`src/rtl/keypad_scan_ctrl_pkg.sv`:
```
// Shared types for the keypad scan controller: debounce FSM states,
// per-frame scan results and the column drive reset pattern.
package keypad_scan_ctrl_pkg;

    typedef enum logic [1:0] {
        IDLE     = 2'd0,
        PRESS_DB = 2'd1,
        HELD     = 2'd2,
        REL_DB   = 2'd3
    } kp_state_t;

    typedef enum logic [1:0] {
        FR_NONE   = 2'd0,
        FR_SINGLE = 2'd1,
        FR_MULTI  = 2'd2
    } frame_res_t;

    localparam logic [3:0] COL_RESET = 4'b1110;

endpackage

```
`src/rtl/keypad_scan_ctrl_if.sv`:
```
// Keypad pins plus the key outputs that feed the LED display path.
// master = the scan controller, slave = the keypad/display side.
interface keypad_scan_ctrl_if;
    logic [3:0] row_in;
    logic [3:0] col_out;
    logic [3:0] key_code;
    logic       IsPressed;
    logic       key_valid;

    modport master (input row_in, output col_out, key_code, IsPressed, key_valid);
    modport slave  (output row_in, input col_out, key_code, IsPressed, key_valid);
endinterface

```
`src/rtl/keypad_col_scanner.sv`:
```
// Column scanner: synchronises the rows, drives one column low at a time for
// SCAN_DIV cycles, builds a 16-bit hit map per frame and classifies it.
module keypad_col_scanner
    import keypad_scan_ctrl_pkg::*;
#(
    parameter int unsigned SCAN_DIV = 27000
) (
    input  logic       clk,
    input  logic       sys_rst_n,
    input  logic [3:0] row_in,
    output logic [3:0] col_out,
    output logic       frame_done,
    output frame_res_t frame_result,
    output logic [3:0] frame_code
);
    localparam int DW = $clog2(SCAN_DIV);
    localparam logic [DW-1:0] DWELL_LAST = DW'(SCAN_DIV - 1);

    logic [3:0]    row_s1, row_s2;
    logic [DW-1:0] dwell;
    logic [1:0]    col_idx;
    logic [15:0]   hit_map, hit_next;
    logic          sample;
    frame_res_t    res_c;
    logic [3:0]    code_c;

    assign sample = (dwell == DWELL_LAST);

    // Two-flop synchroniser; idle rows read as released (all high).
    always_ff @(posedge clk or negedge sys_rst_n) begin
        if (!sys_rst_n) begin
            row_s1 <= 4'b1111;
            row_s2 <= 4'b1111;
        end else begin
            row_s1 <= row_in;
            row_s2 <= row_s1;
        end
    end

    // Merge this column's low rows into the map; classify the whole frame.
    always_comb begin
        hit_next = hit_map;
        for (int r = 0; r < 4; r++)
            if (!row_s2[r]) hit_next[{2'(r), col_idx}] = 1'b1;
        res_c  = FR_NONE;
        code_c = 4'd0;
        for (int i = 0; i < 16; i++) begin
            if (hit_next[i]) begin
                if (res_c == FR_NONE) begin
                    res_c  = FR_SINGLE;
                    code_c = 4'(i);
                end else begin
                    res_c = FR_MULTI;
                end
            end
        end
    end

    // Dwell counter, column rotation and frame-end result registers.
    always_ff @(posedge clk or negedge sys_rst_n) begin
        if (!sys_rst_n) begin
            dwell        <= '0;
            col_out      <= COL_RESET;
            col_idx      <= 2'd0;
            hit_map      <= '0;
            frame_done   <= 1'b0;
            frame_result <= FR_NONE;
            frame_code   <= 4'd0;
        end else begin
            frame_done <= 1'b0;
            if (sample) begin
                dwell   <= '0;
                col_out <= {col_out[2:0], col_out[3]};
                col_idx <= col_idx + 2'd1;
                if (col_idx == 2'd3) begin
                    hit_map      <= '0;
                    frame_done   <= 1'b1;
                    frame_result <= res_c;
                    frame_code   <= code_c;
                end else begin
                    hit_map <= hit_next;
                end
            end else begin
                dwell <= dwell + DW'(1);
            end
        end
    end

endmodule

```
`src/rtl/keypad_scan_ctrl.sv`:
```
// 4x4 keypad scan controller: frame-level debounce FSM, registered key
// outputs and optional auto-repeat (enable with KEYPAD_AUTOREPEAT_EN).
module keypad_scan_ctrl
    import keypad_scan_ctrl_pkg::*;
#(
    parameter int unsigned SCAN_DIV       = 27000,
    parameter int unsigned DEBOUNCE_SCANS = 4,
    parameter int unsigned REPEAT_DELAY   = 500,
    parameter int unsigned REPEAT_RATE    = 100
) (
    input logic                clk,
    input logic                sys_rst_n,
    keypad_scan_ctrl_if.master kp
);
    localparam int CW = $clog2(DEBOUNCE_SCANS + 1);
    localparam logic [CW-1:0] CNT_ONE  = CW'(1);
    localparam logic [CW-1:0] CNT_DONE = CW'(DEBOUNCE_SCANS);

    if (SCAN_DIV < 4) begin : g_bad_div
        $error("SCAN_DIV must be >= 4");
    end
    if (DEBOUNCE_SCANS < 1) begin : g_bad_db
        $error("DEBOUNCE_SCANS must be >= 1");
    end
    if (REPEAT_DELAY < 1 || REPEAT_RATE < 1) begin : g_bad_rep
        $error("REPEAT_DELAY and REPEAT_RATE must be >= 1");
    end

    logic       frame_done;
    frame_res_t frame_result;
    logic [3:0] frame_code;

    kp_state_t     state_q, state_d;
    logic [CW-1:0] cnt_q, cnt_d, cnt_inc;
    logic [3:0]    cand_q, cand_d;
    logic          accept, release_k, rep_fire;
    logic [3:0]    key_code_q;
    logic          pressed_q, valid_q;

    keypad_col_scanner #(.SCAN_DIV(SCAN_DIV)) u_scan (
        .clk          (clk),
        .sys_rst_n    (sys_rst_n),
        .row_in       (kp.row_in),
        .col_out      (kp.col_out),
        .frame_done   (frame_done),
        .frame_result (frame_result),
        .frame_code   (frame_code)
    );

    // Debounce next-state: at most one transition per frame end.
    always_comb begin
        state_d   = state_q;
        cnt_d     = cnt_q;
        cand_d    = cand_q;
        accept    = 1'b0;
        release_k = 1'b0;
        cnt_inc   = (cnt_q == CNT_DONE) ? cnt_q : cnt_q + CNT_ONE;
        if (frame_done) begin
            case (state_q)
                IDLE: if (frame_result == FR_SINGLE) begin
                    cand_d = frame_code;
                    if (CNT_ONE >= CNT_DONE) begin
                        state_d = HELD;
                        cnt_d   = '0;
                        accept  = 1'b1;
                    end else begin
                        state_d = PRESS_DB;
                        cnt_d   = CNT_ONE;
                    end
                end
                PRESS_DB: begin
                    if (frame_result == FR_SINGLE && frame_code == cand_q) begin
                        cnt_d = cnt_inc;
                        if (cnt_inc == CNT_DONE) begin
                            state_d = HELD;
                            cnt_d   = '0;
                            accept  = 1'b1;
                        end
                    end else if (frame_result == FR_SINGLE) begin
                        cand_d = frame_code;
                        cnt_d  = CNT_ONE;
                    end else begin
                        state_d = IDLE;
                        cnt_d   = '0;
                    end
                end
                HELD: if (frame_result == FR_NONE) begin
                    if (CNT_ONE >= CNT_DONE) begin
                        state_d   = IDLE;
                        cnt_d     = '0;
                        release_k = 1'b1;
                    end else begin
                        state_d = REL_DB;
                        cnt_d   = CNT_ONE;
                    end
                end
                REL_DB: begin
                    if (frame_result == FR_NONE) begin
                        cnt_d = cnt_inc;
                        if (cnt_inc == CNT_DONE) begin
                            state_d   = IDLE;
                            cnt_d     = '0;
                            release_k = 1'b1;
                        end
                    end else begin
                        // Release glitch: back to held without a new key event.
                        state_d = HELD;
                        cnt_d   = '0;
                    end
                end
                default: begin
                    state_d = IDLE;
                    cnt_d   = '0;
                end
            endcase
        end
    end

`ifdef KEYPAD_AUTOREPEAT_EN
    localparam int unsigned REP_MAX = (REPEAT_DELAY > REPEAT_RATE) ? REPEAT_DELAY : REPEAT_RATE;
    localparam int RW = $clog2(REP_MAX + 1);

    logic [RW-1:0] rep_cnt, rep_inc, rep_target;
    logic          rep_first;

    // First repeat waits REPEAT_DELAY frames, later ones REPEAT_RATE.
    always_comb begin
        rep_target = rep_first ? RW'(REPEAT_DELAY) : RW'(REPEAT_RATE);
        rep_inc    = rep_cnt + RW'(1);
        rep_fire   = frame_done && state_q == HELD && state_d == HELD && rep_inc >= rep_target;
    end

    // Frame counter runs only while staying in HELD; any entry restarts it.
    always_ff @(posedge clk or negedge sys_rst_n) begin
        if (!sys_rst_n) begin
            rep_cnt   <= '0;
            rep_first <= 1'b1;
        end else if (state_q != HELD || state_d != HELD) begin
            rep_cnt   <= '0;
            rep_first <= 1'b1;
        end else if (frame_done) begin
            if (rep_fire) begin
                rep_cnt   <= '0;
                rep_first <= 1'b0;
            end else begin
                rep_cnt <= rep_inc;
            end
        end
    end
`else
    assign rep_fire = 1'b0;
`endif

    // State register and registered key outputs.
    always_ff @(posedge clk or negedge sys_rst_n) begin
        if (!sys_rst_n) begin
            state_q    <= IDLE;
            cnt_q      <= '0;
            cand_q     <= 4'd0;
            key_code_q <= 4'd0;
            pressed_q  <= 1'b0;
            valid_q    <= 1'b0;
        end else begin
            state_q <= state_d;
            cnt_q   <= cnt_d;
            cand_q  <= cand_d;
            valid_q <= accept | rep_fire;
            if (accept) begin
                key_code_q <= cand_d;
                pressed_q  <= 1'b1;
            end else if (release_k) begin
                pressed_q <= 1'b0;
            end
        end
    end

    assign kp.key_code  = key_code_q;
    assign kp.IsPressed = pressed_q;
    assign kp.key_valid = valid_q;

endmodule
```
`src/flat_wrapper.sv`:
```
// flat-port wrapper written by rule: the top's interface ports become plain ports
module keypad_scan_ctrl_flat import keypad_scan_ctrl_pkg::*;
#(
    parameter int unsigned SCAN_DIV       = 27000,
    parameter int unsigned DEBOUNCE_SCANS = 4,
    parameter int unsigned REPEAT_DELAY   = 500,
    parameter int unsigned REPEAT_RATE    = 100
)
  (clk, sys_rst_n, kp_row_in, kp_col_out, kp_key_code, kp_IsPressed, kp_key_valid);
  keypad_scan_ctrl_if kp_i ();
  input logic clk;
  input logic sys_rst_n;
  input wire logic [$bits(kp_i.row_in)-1:0] kp_row_in;
  output wire logic [$bits(kp_i.col_out)-1:0] kp_col_out;
  output wire logic [$bits(kp_i.key_code)-1:0] kp_key_code;
  output wire logic [$bits(kp_i.IsPressed)-1:0] kp_IsPressed;
  output wire logic [$bits(kp_i.key_valid)-1:0] kp_key_valid;
  assign kp_i.row_in = kp_row_in;
  assign kp_col_out = kp_i.col_out;
  assign kp_key_code = kp_i.key_code;
  assign kp_IsPressed = kp_i.IsPressed;
  assign kp_key_valid = kp_i.key_valid;
  keypad_scan_ctrl #(.SCAN_DIV(SCAN_DIV), .DEBOUNCE_SCANS(DEBOUNCE_SCANS), .REPEAT_DELAY(REPEAT_DELAY), .REPEAT_RATE(REPEAT_RATE)) u_core (.clk(clk), .sys_rst_n(sys_rst_n), .kp(kp_i));
endmodule
```
`config.mk`:
```
export PLATFORM = sky130hd
export DESIGN_NAME = keypad_scan_ctrl_flat
export DESIGN_NICKNAME = d
export VERILOG_FILES = /design/src/rtl/keypad_scan_ctrl_pkg.sv /design/src/rtl/keypad_scan_ctrl_if.sv /design/src/rtl/keypad_col_scanner.sv /design/src/rtl/keypad_scan_ctrl.sv /design/src/flat_wrapper.sv
export SDC_FILE = /design/constraint.sdc
export NUM_CORES = 1
export LEC_CHECK = 0
export CAP_MARGIN = 20
export CORE_MARGIN = 2
export CORE_UTILIZATION = 53
export CTS_CLUSTER_DIAMETER = 60
export DETAILED_ROUTE_END_ITERATION = 6
export PLACE_DENSITY = 0.7
export SYNTH_ARGS = -nofsm -noshare
export SYNTH_HDL_FRONTEND = slang
export SYNTH_SLANG_ARGS = --single-unit
```
`constraint.sdc`:
```
create_clock -name clk -period 6.8 [get_ports clk]
set_clock_uncertainty 0.2 [all_clocks]
set_input_delay 0.68 -clock clk [delete_from_list [all_inputs] [get_ports clk]]
set_output_delay 0.68 -clock clk [all_outputs]
set_load 0.02 [all_outputs]
```
# Word-level counts from Yosys, hierarchy flattened
# Cells that the tools add are included.
# totals
reg_bits	67
input_bits	6
output_inout_bits	10
# op_classes
addsub	3
magnitude_cmp	8
n_eq_ne	14
muxes	106
bitwise	4
n_reduce_logical	26
# ops
cell	count
$mux 4	31
$mux 16	5
$mux 2	37
$logic_not 2->1	17
$mux 1	19
$mux 3	6
$or 16x12->16	1
$or 16x16->16	1
$or 16x4->16	1
$or 16x8->16	1
$add 15x1->15 const B	1
$eq 15x15->1 const B	1
$mux 15	1
$pmux 3 s4	1
$lt 4x5->1 const B	2
$demux 1 s2	4
$ge 4x1->1 const B	2
$pmux 2 s4	1
$pmux 4 s2	1
$eq 2x2->1 const B	3
$eq 3x3->1 const B	2
$ne 3x3->1 const B	2
$reduce_and 6->1	1
$logic_and 1x1->1	5
13 further kinds	15

# Longest topological paths before layout
# logic_depth
word_depth	58
depth_mapped	14
depth_no_buf	13

# Hierarchy
# From an unflattened synthesis, not the netlist that was laid out.
# unflattened
cells_unflattened	392
hier_area_um2	3838.7
# modules_own_cells
mod	n_inst	cells_each	area_each_um2	seq_area_each_um2
keypad_col_scanner	1	318	2962.8	1315.0
keypad_scan_ctrl	1	74	875.8	375.4

# Worst setup path after synthesis
# Ideal clock, no wire load.
# synth_path
kind	flip-flop to flip-flop
startpoint	register u_core.u_scan.col_idx[0]
endpoint	register u_core.u_scan.frame_result[0]
setup_time_ns	0.092
arrival_time_ns	3.140
required_ns	6.508
setup_slack_ns	3.368
path_stages_with_launch	15
path_buffers	1
cell_sequence	dfrtp_1 > inv_1 > ha_1 > buf_2 > a21oi_1 > inv_1 > ha_1 > nor4_4 > o2111a_2 > nand3_2 > o31a_1 > or4_4 > a21oi_2 > nor2_1 > o31ai_2
# synth_between
elab_chain_cells	58
word_cells_on_any_way	76
cone_classes	8 x order compare; 1 x eq/ne; 43 x mux; 4 x bitwise; 20 x reduce/logical
# synth_rtl
item	line_no	text
from (decl)	keypad_col_scanner.sv:21	logic [1:0] col_idx;
from (signal assigned)	keypad_col_scanner.sv:74	col_idx <= col_idx + 2'd1;
$lt 2x5->1 (implied by the code) or $ge 2x1->1 (tied branches)	keypad_col_scanner.sv:44	if (!row_s2[r]) hit_next[{2'(r), col_idx}] = 1'b1;
$logic_and 1x1->1 (implied by the code)	keypad_col_scanner.sv:44	
$mux 1 (implied by the code)	keypad_col_scanner.sv:44	
$demux 1 s2	keypad_col_scanner.sv:44	
$or 16x4->16 (no source line)	-	
$mux 16	keypad_col_scanner.sv:44	
$or 16x8->16 (no source line)	-	
$mux 16	keypad_col_scanner.sv:44	
[... 42 more ...]	-	
$mux 2	keypad_col_scanner.sv:49	if (res_c == FR_NONE) begin
$mux 2	keypad_col_scanner.sv:48	if (hit_next[i]) begin
$logic_not 2->1	keypad_col_scanner.sv:49	
$mux 2	keypad_col_scanner.sv:49	
$mux 2	keypad_col_scanner.sv:48	
$logic_not 2->1	keypad_col_scanner.sv:49	
$mux 2	keypad_col_scanner.sv:49	
$mux 2	keypad_col_scanner.sv:48	
to (signal assigned)	keypad_col_scanner.sv:78	frame_result <= res_c;
to (decl)	keypad_col_scanner.sv:13	output frame_res_t frame_result,
# Parallel ways exist; a longest one is shown, timed or not.
# A chain may end at the register's enable or synchronous reset.

# Worst setup path in the final report
# layout_path
startpoint	register u_core.u_scan.col_idx[0]
endpoint	register u_core.u_scan.frame_result[1]
# Same word-level chain as after synthesis.

==> out/summary.txt <==
Worst min-delay path startpoint: u_core.u_scan.row_s1[1]$_DFF_PN1_
Delay of the slowest cell on the worst path: 0.43 ns
Net load switching power: 177 uW
Number of buffer and inverter instances along the worst setup path: 2
Unrepaired setup endpoints after global routing: no
Result of the run: finished clean
Placed wire-length estimate after detailed placement: 5190 um
Mean instance size in the synthesized netlist: 9.61 um^2
Number of buffers inserted for hold repair after clock tree synthesis: 0
Initial standard-cell utilization of the core: 0.549
Number of post-CTS setup repair buffers: 0
Sort of element at the start of the critical path: register
Achievable clock frequency: 0.263 GHz
Final cycle utilization of the critical path: 0.560
Layout overhead on the synthesized area: 10.8%
Number of vias after detailed routing: 2911
Input/output buffers: 15
Proportion of power drawn by combinational gates: 0.048
Number of cells upsized or downsized after cts: 0
Main flop type after synthesis: dfrtp_1
Synth cell types: 64
Hold Path Class: reg2reg
FF+latch count, synth: 67
CP Data Arrival Time: 3.89 ns
Number of enable-type register cells in the synthesized netlist: 0
Switching power as a share of total power: 0.233
Worst flop-to-flop path endpoint: u_core.u_scan.frame_result[1]$_DFFE_PN0P_
Max-slew violations: 0
Endpoint kind of the worst setup timing path: register
Worst IR drop on VDD: 0.121 mV
Number of cells traversed by the worst register-to-register path: 13
Beginning of the worst register-to-register path: u_core.u_scan.col_idx[0]$_DFFE_PN0N_
TritonCTS clock tree: yes
Final hold slack: 0.157 ns
Number of global-route vias before repair: 2822
Maximum level of the CTS H-tree: 3
Mapped Cells: 388
Total Die Area: 7720 um^2
WL per Instance: 14.7 um
DRC violation count after routing: 0
Number of hold-slack violations in the final timing report: 0
Count of maximum capacitance violations: 0
Final #Nets: 421
Worst hold path endpoint: u_core.u_scan.row_s2[1]$_DFF_PN1_
First-pass iteration count of the detailed router: 4
Clk Latency, worst-skew pair: 0.34 ns
Maximum number of pins on one net before global-route repair: 68
Final RePlAce weighted congestion: 0.917
Maximum fanout along the worst path: 10
Power share of the sequential group: 0.532
Area of the mapped netlist: 3730 um^2
Root buffer cell: clkbuf_8
Fin crit period: 3.80 ns
Sink count of the clock tree: 67
Largest delay share family, worst path: compound AO/OA/AOI/OAI gates
Average vias per placed instance: 5.76
Tot GR Track Use: 0.215
Number of nets produced by synthesis: 405
Number of antenna violations at the first check in global routing: 0
Required time of the critical path: 6.88 ns
Leakage power of the design: 1.86 nW
Total routed wirelength: 7410 um
Number of warnings issued by yosys: 0
Number of failing setup endpoints in the final timing report: 0
Initial drt markers: 229
Clock buffer count from CTS: 9
Share of layout cells above drive strength 1: 0.132
Register-to-register setup slack: 3.00 ns
Antenna Diode Count: 0
Clock slew at reported path FFs: 0.07 ns
Max Root-Sink Buffers: 2
Cell type contributing the most total cell area after synthesis: dfrtp_1
Row count: 30
Vertical extent of the die: 87.9 um
Share of power burned in the clock network: 0.420
Setup_tns: 0 ns
Total global routing overflow: 0
Power density cells: 184 nW/um^2
Worst Path Class, Setup: reg2reg
Area of the core region: 6790 um^2
Number of instances on the worst hold path: 0
Cell with the most instances after synthesis: dfrtp_1
Ranking of synthesized cells by area: dfrtp_1 (38%), dfstp_2 (7.8%), nor2_1 (4.8%)
Number of nets with antenna violations after detailed routing: 0
Library cell contributing the largest single delay on the critical path: nor4_1
Die outline width: 87.9 um
Synth top area share: 0.376
Asr flop ratio synth: 1.00
Top-Level Pins: 16
Cell types with the highest counts after synthesis: dfrtp_1 (56), nor2_1 (48), a21oi_1 (29)
Internal power summed over all cells: 583 uW
Worst slew margin relative to its limit: 0.441
Crit-path cells: inv_1, ha_1, a21oi_1, inv_1, ha_1, nor4_4, o2111a_2, o2111ai_1, a221oi_2, o311ai_2, nor4_1, o221ai_1, nand3_1
Slew at the pin closest to its max-slew limit: 0.839 ns
Wire length of the first global-routing pass: 13000 um
Sequential area share after synthesis: 0.453
-- power by group through the flow --
stage | logic, mW | registers, mW | clock network, mW
CTS | 0.0368 | 0.405 | 0.327
global placement | 0.0364 | 0.412 | 0
global route | 0.0414 | 0.405 | 0.346
floorplan | 0.0210 | 0.412 | 0
finish | 0.0367 | 0.405 | 0.319
detailed placement | 0.0367 | 0.412 | 0
-- sequential cells by signal, summed over array words and instances (netlist names) --
register	count
u_core.u_scan.hit_map	16
u_core.u_scan.col_idx	2
u_core.u_scan.frame_code	4
u_core.kp.key_code	4
u_core.kp.key_valid	1
u_core.state_q	2
u_core.u_scan.frame_result	2
u_core.cnt_q	3
u_core.u_scan.row_s1	4
u_core.cand_q	4
u_core.kp.IsPressed	1
u_core.u_scan.dwell	15
u_core.u_scan.frame_done	1
u_core.u_scan.row_s2	4
u_core.u_scan.col_out	4
-- cell usage in the layout (no fill, tap or decap), types with 3 or more instances in the layout --
cell type / count
xnor2_1: 11
xor2_1: 10
o2bb2ai_1: 3
nand2_1: 27
nand4_1: 4
clkdlybuf4s50_1: 14
inv_1: 14
dfrtp_1: 56
clkbuf_8: 9
a21o_1: 8
a31oi_1: 17
o211ai_1: 6
clkinv_2: 3
o21a_1: 3
nor3_1: 4
o21ai_0: 16
nor2_1: 48
a21oi_1: 29
nand3_1: 16
and3_1: 3
ha_1: 11
dfstp_2: 11
nor4_1: 4
mux2_2: 12
nor2b_1: 7
nand2b_1: 6
and2_1: 6
-- through the flow --
stage | setup WS [ns] | area, um^2 | power, mW | std cells | util
final | 3.00 | 4130 | 0.761 | 505 | 0.608
after global routing | 2.62 | 4130 | 0.792 | 505 | 0.608
after CTS | 3.00 | 4130 | 0.769 | 505 | 0.608
after detailed placement | 3.03 | 3950 | 0.449 | 489 | 0.581
after global placement | 3.18 | 3950 | 0.448 | 489 | 0.581
after floorplan | 3.37 | 3730 | 0.433 | 388 | -
-- cell families after synthesis --
group,Yosys count,synth area share
simple gates,139,0.189
mux,13,0.0389
xor+xnor,21,0.0493
flops,67,0.453
compound gates,109,0.197
buf+inv,27,0.0322
fa+ha+maj,12,0.0396
-- routing by layer --
metal | vias to the layer above | global-route usage | routed length, um
met4 | 0 | 0.0783 | 143
met1 | 1392 | 0.288 | 3490
met3 | 17 | 0.0528 | 397
li1 | 1433 | - | -
met5 | - | 0 | 0
met2 | 69 | 0.340 | 3370
-- worst reg2reg max path: stages (launching register included) --
cell and delay [ns]:
dfrtp_1 0.38, inv_1 0.09, ha_1 0.32, a21oi_1 0.32
inv_1 0.08, ha_1 0.33, nor4_4 0.32, o2111a_2 0.29
o2111ai_1 0.17, a221oi_2 0.33, o311ai_2 0.20, nor4_1 0.43
o221ai_1 0.19, nand3_1 0.10
-- worst max path at each step --
stage,start,to,slack [ns],cells past startpoint
after floorplan,u_core.u_scan.col_idx[0]$_DFFE_PN0N_,u_core.u_scan.frame_result[0]$_DFFE_PN0P_,3.37,14
after global placement,u_core.u_scan.col_idx[0]$_DFFE_PN0N_,u_core.u_scan.frame_result[1]$_DFFE_PN0P_,3.18,13
after detailed placement,u_core.u_scan.col_idx[0]$_DFFE_PN0N_,u_core.u_scan.frame_result[1]$_DFFE_PN0P_,3.03,13
after CTS,u_core.u_scan.col_idx[0]$_DFFE_PN0N_,u_core.u_scan.frame_result[1]$_DFFE_PN0P_,3.00,13
after global routing,u_core.u_scan.col_idx[0]$_DFFE_PN0N_,u_core.u_scan.frame_result[1]$_DFFE_PN0P_,2.62,13
final,u_core.u_scan.col_idx[0]$_DFFE_PN0N_,u_core.u_scan.frame_result[1]$_DFFE_PN0P_,3.00,13
-- final cells by class --
class                      instances  area [um^2]
timing repair buffer              17          160
inverter                          15         56.3
sequential                        67         1690
clock buffer                      11          131
fill                             594         2660
multi-input combinational        294         1920
tap                               96          120
clock inverter                     5         53.8
Power figures use the tool's default switching activity.
